### src/rtl/slice_gather_rx.sv
// Slice gatherer: assembles SLICE_W-wide slices into a WORD_W bus, with early-terminated partial words.
// Optional build macro SLICE_GATHER_RX_MSB_FIRST_EN places slice 0 in the top slot instead of the bottom.
module slice_gather_rx #(
  parameter int WORD_W  = 4,
  parameter int SLICE_W = 2
) (
  input  logic                                      clk,
  input  logic                                      rst,
  input  logic                                      in_valid,
  output logic                                      in_ready,
  input  logic [SLICE_W-1:0]                        in_slice,
  input  logic                                      in_last,
  output logic                                      out_valid,
  input  logic                                      out_ready,
  output logic [WORD_W-1:0]                         out_bus,
  output logic [$clog2(WORD_W/SLICE_W):0]           out_count
);

  localparam int N     = WORD_W / SLICE_W;
  localparam int CNT_W = $clog2(N);
  localparam int CW    = CNT_W + 1;

  localparam logic [CNT_W-1:0] LAST_SLOT = CNT_W'(N - 1);
  localparam logic [CNT_W-1:0] CNT_ONE   = CNT_W'(1);
  localparam logic [CW-1:0]    WCNT_ONE  = CW'(1);

  typedef enum logic {FILL, HOLD} state_t;

  state_t              state;
  logic [CNT_W-1:0]    cnt;
  logic [WORD_W-1:0]   acc;
  logic [CW-1:0]       acc_count;

  logic [WORD_W-1:0]   merged;
  logic                slice_final;
  logic                out_free;
  logic                take;

  // Position a slice inside an otherwise zero word according to its slot index.
  function automatic logic [WORD_W-1:0] place(input logic [SLICE_W-1:0] s,
                                              input logic [CNT_W-1:0]   k);
    logic [WORD_W-1:0] w;
    w = {{(WORD_W-SLICE_W){1'b0}}, s};
`ifdef SLICE_GATHER_RX_MSB_FIRST_EN
    return w << ((N - 1 - int'(k)) * SLICE_W);
`else
    return w << (int'(k) * SLICE_W);
`endif
  endfunction

  assign merged      = acc | place(in_slice, cnt);
  assign slice_final = (cnt == LAST_SLOT) || in_last;
  assign out_free    = !out_valid || out_ready;
  assign take        = (state == FILL) && in_valid;

  always_ff @(posedge clk or posedge rst) begin
    if (rst) begin
      state     <= FILL;
      in_ready  <= 1'b1;
      cnt       <= '0;
      acc       <= '0;
      acc_count <= '0;
      out_valid <= 1'b0;
      out_bus   <= '0;
      out_count <= '0;
    end else begin
      // A consumed word drops valid unless a new word is loaded below in the same cycle.
      if (out_valid && out_ready)
        out_valid <= 1'b0;

      case (state)
        FILL: begin
          if (take) begin
            if (slice_final) begin
              if (out_free) begin
                out_bus   <= merged;
                out_count <= {1'b0, cnt} + WCNT_ONE;
                out_valid <= 1'b1;
                acc       <= '0;
                cnt       <= '0;
              end else begin
                acc       <= merged;
                acc_count <= {1'b0, cnt} + WCNT_ONE;
                state     <= HOLD;
                in_ready  <= 1'b0;
              end
            end else begin
              acc <= merged;
              cnt <= cnt + CNT_ONE;
            end
          end
        end
        HOLD: begin
          if (out_free) begin
            out_bus   <= acc;
            out_count <= acc_count;
            out_valid <= 1'b1;
            acc       <= '0;
            cnt       <= '0;
            state     <= FILL;
            in_ready  <= 1'b1;
          end
        end
        default: begin
          state    <= FILL;
          in_ready <= 1'b1;
        end
      endcase
    end
  end

endmodule

### config.mk
export PLATFORM = sky130hd
export DESIGN_NAME = slice_gather_rx
export DESIGN_NICKNAME = d
export VERILOG_FILES = /design/src/rtl/slice_gather_rx.sv
export SDC_FILE = /design/constraint.sdc
export NUM_CORES = 1
export LEC_CHECK = 0
export ABC_AREA = 1
export ABC_CLOCK_PERIOD_IN_PS = 1030
export BUFFER_PORTS_ARGS = -buffer_cell sky130_fd_sc_hd__buf_4
export CAP_MARGIN = 25
export CELL_PAD_IN_SITES_DETAIL_PLACEMENT = 0
export CELL_PAD_IN_SITES_GLOBAL_PLACEMENT = 2
export CORE_MARGIN = 3
export CORE_UTILIZATION = 29
export CTS_CLUSTER_SIZE = 40
export DETAILED_ROUTE_END_ITERATION = 6
export MAX_ROUTING_LAYER = met4
export PLACE_DENSITY = 0.78
export SETUP_SLACK_MARGIN = 0.15
export SLEW_MARGIN = 20
export SYNTH_ARGS = -nofsm -noshare
export SYNTH_HDL_FRONTEND = slang
export SYNTH_SLANG_ARGS = --single-unit
export TNS_END_PERCENT = 10
### constraint.sdc
create_clock -name clk -period 1.03 [get_ports clk]
set_input_delay 0.1545 -clock clk [delete_from_list [all_inputs] [get_ports clk]]
set_output_delay 0.1545 -clock clk [all_outputs]
set_load 0.02 [all_outputs]
# After elaboration in Yosys (flattened, before gate mapping)
# Cells that the tools add are included.
op_classes:
  add_sub_neg: 2
  eq_ne: 5
  shift: 1
  mux: 33
  bitwise: 3
  reduce_logical: 9
ops:
  columns: ["op", "count"]
  rows:
  - ["2-to-1 mux 4 bit", 8]
  - ["case mux 4 bit (2 select lines)", 2]
  - ["2-to-1 mux 1 bit", 14]
  - ["AND reduction 4 bit", 3]
  - ["2-to-1 mux 2 bit", 4]
  - ["inequality test 2 bit, second input constant", 4]
  - ["case mux 1 bit (2 select lines)", 4]
  - ["bitwise OR 4 bit", 1]
  - ["case mux 2 bit (2 select lines)", 1]
  - ["left shift 2 x 2 -> 4 bit", 1]
  - ["adder 1 x 1 -> 2 bit, second input constant", 1]
  - ["logical AND 1 bit", 2]
  - ["logical OR 1 bit", 2]
  - ["inequality test 2 x 1 -> 1 bit, second input constant", 1]
  - ["NOT 1 bit", 2]
  - ["AND reduction 2 bit", 1]
  - ["adder 1 bit, second input constant", 1]
  - ["zero test 1 bit", 1]
totals:
  ff_bits: 16
  input_bits: 7
  output_inout_bits: 8
  wordCells: 61

# Longest topological paths before layout
logic_depth:
  depth_word: 6
  depth_mapped: 7
  depth_no_buf: 6

# Least setup slack after synthesis
# No wires, ideal clock.
synth_timing:
  path_kind: "register to register"
  startpoint: "register out_valid"
  endpoint: "register acc_count[1]"
  setup_time_ns: 0.124
  arrival_time_ns: 0.954
  required_time_ns: 0.906
  path_slack_ns: -0.048
  path_stages_with_launch: 6
  period_less_slack_ns: 1.078
  cell_sequence: "dfrtp_1 -> inv_1 -> nor2_4 -> nand3_2 -> nand2_1 -> o21ai_1"
synth_via:
  elab_chain_cells: 4
synth_lines:
  columns: ["element", "line", "source"]
  rows:
  - ["start: declaration", "13", "output logic out_valid,"]
  - ["start signal: assignment", "63", "out_valid <= 1'b0;"]
  - ["start signal: assignment", "69", "out_valid <= 1'b0;"]
  - ["start signal: assignment", "78", "out_valid <= 1'b1;"]
  - ["zero test 1 bit", "53", "assign out_free = !out_valid || out_ready;"]
  - ["logical OR 1 bit", "53", null]
  - ["NOT 1 bit (no source line)", null, null]
  - ["AND reduction 4 bit (no source line)", null, null]
  - ["end signal: assignment", "83", "acc_count <= {1'b0, cnt} + WCNT_ONE;"]
  - ["end: declaration", "32", "logic [CW-1:0] acc_count;"]
# No other way between the ends.
# A chain may end at the register's enable or synchronous reset.

# Worst setup path after layout
layout_timing:
  startpoint: "register in_ready"
  endpoint: "output port in_ready"
layout_rtl:
  columns: ["element", "line", "source"]
  rows:
  - ["start: declaration", "10", "output logic in_ready,"]
  - ["start signal: assignment", "59", "in_ready <= 1'b1;"]
  - ["start signal: assignment", "85", "in_ready <= 1'b0;"]
  - ["start signal: assignment", "101", "in_ready <= 1'b1;"]
# No word-level cell between the ends.

==> results by group <==
Timing
  • Measured slew at the worst slew-check pin: 0.2408 ns
  • # setup viols final: 16
  • Post-layout min period: 1.093 ns
  • Slew HR: 0.8391
  • FMAX: 914.5 MHz
  • Final period util: 1.062
  • RSZ-0062 raised after global routing: yes
  • Clock Skew: 0.009071 ns
  • Final worst setup slack: -0.06344 ns
  • Final hold violation count: 0
  • Min Hold Slack: 0.1282 ns
  • Slew Limit Fails: 0

Finish
  • Most frequent cells in the layout: 18 x nand2_1, 16 x buf_4, 12 x dfrtp_1
  • Final nets: 124
  • Area Overhead vs Synth: 47.57%
  • Final instance area: 1180 sq um
  • Commonest non-fill, non-tap cell in the layout: nand2_1
  • Ant. Diodes: 0
  • Layout cells sized above 1: 0.5086
  • Reg area: 405.4 sq um
  • Filler cells: 256
  • Multi-input gate area: 421.7 sq um

Place
  • Final HPWL DP: 1345 microns
  • Post-DP Area: 1008 sq um
  • Routability-driven placement congestion ratio: 0.7856
  • Pre-CTS setup slack: -0.1133 ns
  • Port-buffer cells: 14

Floorplanning
  • DIE HEIGHT: 58.51 microns
  • Die area: 3423 sq um
  • Die X: 58.51 microns
  • Initial Util: 0.3142
  • Core outline area: 2545 sq um
  • IO Count: 15
  • Rows: 18

Min path
  • Cells on Worst Hold Path: 3
  • Hold Path Class: input port to flip-flop
  • Hold wc startpoint: in_valid
  • Hold-critical path endpoint: out_valid

Power
  • LEAKAGE: 0.5539 nW
  • Peak VDD IR: 0.001020 V
  • Clock share of power: 0.148
  • Pwr Density: 2037 nW/um^2
  • Sw Share: 0.3777
  • Power, Total: 0.002403 W
  • Flop pwr share: 0.413
  • Sw Pwr: 0.0009076 W
  • Internal power: 0.001495 W
  • Power share of the combinational group: 0.440

Worst setup path
  • Max incr delay on CP: 0.54 ns
  • Top delay family on crit path: flip-flops
  • Crit Path Max Fanout: 2
  • Crit path DAT: 0.94 ns
  • Worst path buffer plus inverter count: 1
  • CP Capture Type: output pin
  • Reg2reg end: out_bus[2]
  • R2r setup slk: -0.06 ns
  • Worst R2R Start: state
  • Critical path required time: 0.88 ns
  • Reg2Reg Depth: 5
  • Critical-path top delay cell: dfstp_2
  • Setup crit start kind: flip-flop
  • Crit-path cells: buf_6
  • WS Path Type: flip-flop to output pin

Yosys
  • Syn_nets: 93
  • Synth top area cells: dfrtp_1 47%, nand2_1 9.4%, a21oi_1 5.0%
  • #FFs+latches synth: 16
  • Register area share after synthesis: 0.5023
  • Distinct cells, synth: 21
  • Ys Warns: 0
  • Mapped Area: 799.5 sq um
  • Post-synth top area share: 0.4695
  • Post-synth top area cell: dfrtp_1
  • Mapped Cells: 86
  • Average size of a mapped cell: 9.297 sq um

Clocking
  • CTS clk-pin slew, worst paths: 0.10 ns
  • Root buf cell: clkbuf_4
  • CTS Sinks: 16
  • H-tree levels: 1
  • Clock Path Buffers: 2
  • Clk_lat worst skew: 0.29 ns
  • CTS buffer count: 3
  • CTS tree: done

Routing
  • DRC viols: 0
  • DR WL/cell: 12.75 microns
  • Via density: 4.760
  • First-pass DRT Iterations: 2
  • Antenna viol nets, final: 0
  • Vias post-DR: 695
  • 1st-iter DRT viols: 6
  • DRT Wirelength: 1861 microns

Global routing
  • GR Overflow Total: 0
  • GRT Util Overall: 0.1190
  • Antenna violations before repair: 0
  • Vias in the first global route: 650
  • Global-route wire length before repair: 2918 microns
  • Largest net degree at the start of global routing: 17

Run status
  • Failing checks: negative setup slack
  • Status: finished, violations left

Run
  • Maxcap violations: 0
[sequential cells by signal (all words and copies together) (netlist names)]
name and count:
cnt 1, acc 4, acc_count 2, state 1
in_ready 1, out_valid 1, out_bus 4, out_count 2
[layout make-up]
| type | instances | share of cell area |
|---|---|---|
| clock buffer | 4 | 0.02227 |
| inverter | 8 | 0.03181 |
| multi-input combinational | 61 | 0.3574 |
| sequential | 16 | 0.3436 |
| tap | 30 | 0.03181 |
| timing repair buffer | 27 | 0.2131 |
[worst min-delay path, stage by stage]
cell	delay (ns)
buf_4	0.13
o21ai_2	0.06
nand2_1	0.05
[per-stage QoR]
| step | TNS (ns) | util | instances |
|---|---|---|---|
| after global placement | -1.053 | 0.3963 | 138 |
| final | -0.6345 | 0.4636 | 146 |
| after detailed placement | -1.371 | 0.3963 | 138 |
| after floorplan | 0 | - | 86 |
| after CTS | -0.4816 | 0.4253 | 143 |
| after global routing | -1.783 | 0.4636 | 146 |
[power groups by stage]
stage          Sequential (W)  Clock [W]  Combinational, W
2_1_floorplan         0.00106          0          0.000415
6_report             0.000992   0.000355           0.00106
4_1_cts              0.000979   0.000370          0.000949
3_5_place_dp         0.000962          0          0.000871
5_1_grt               0.00102   0.000413           0.00115
3_3_place_gp         0.000961          0          0.000871
[layer usage]
layer | up-vias | global-route usage | routed length [microns]
met2 | 13 | 0.1770 | 927
met1 | 333 | 0.1475 | 832
li1 | 346 | - | -
met4 | 0 | 0.05960 | 23
met5 | - | - | 0
met3 | 3 | 0.03289 | 77
[kinds of logic (layout without fill, tap and decap cells)]
| logic type | Yosys count | after routing | share of synthesized area |
|---|---|---|---|
| AO/OA/AOI/OAI | 22 | 22 | 0.1612 |
| buffers and inverters | 10 | 39 | 0.06885 |
| AND/OR/NAND/NOR | 38 | 39 | 0.2676 |
| flip-flops | 16 | 16 | 0.5024 |
[worst max-delay path by stage]
stage              start           end  slack [ns]  cells after the start
2_1_floorplan  out_valid    out_bus[2]        0.04                      6
3_3_place_gp       state    out_bus[2]       -0.10                      5
3_5_place_dp       state    out_bus[2]       -0.11                      5
4_1_cts         in_ready      in_ready       -0.07                      1
5_1_grt            state  out_count[0]       -0.12                      5
6_report        in_ready      in_ready       -0.06                      1
[cells in the mapped netlist (all sizes together)]
| library cell | count |
|---|---|
| o22ai | 1 |
| o21bai | 3 |
| nand2 | 23 |
| nor2 | 7 |
| buf | 2 |
| dfrtp | 15 |
| dfstp | 1 |
| inv | 8 |
| a31oi | 2 |
| a21oi | 8 |
| nand3 | 8 |
| o21ai | 8 |
[timing repair]
action / 4_1_cts / 5_1_grt
cloned: 0 / 1
setup buffers: 0 / 2
pin swaps: 5 / 7
resized for setup: 12 / 18
hold buffers: 1 / 0
endpoints found under the hold margin: 15 / 0
setup endpoints to repair: 24 / 24
(Power assumes the default switching activity.)
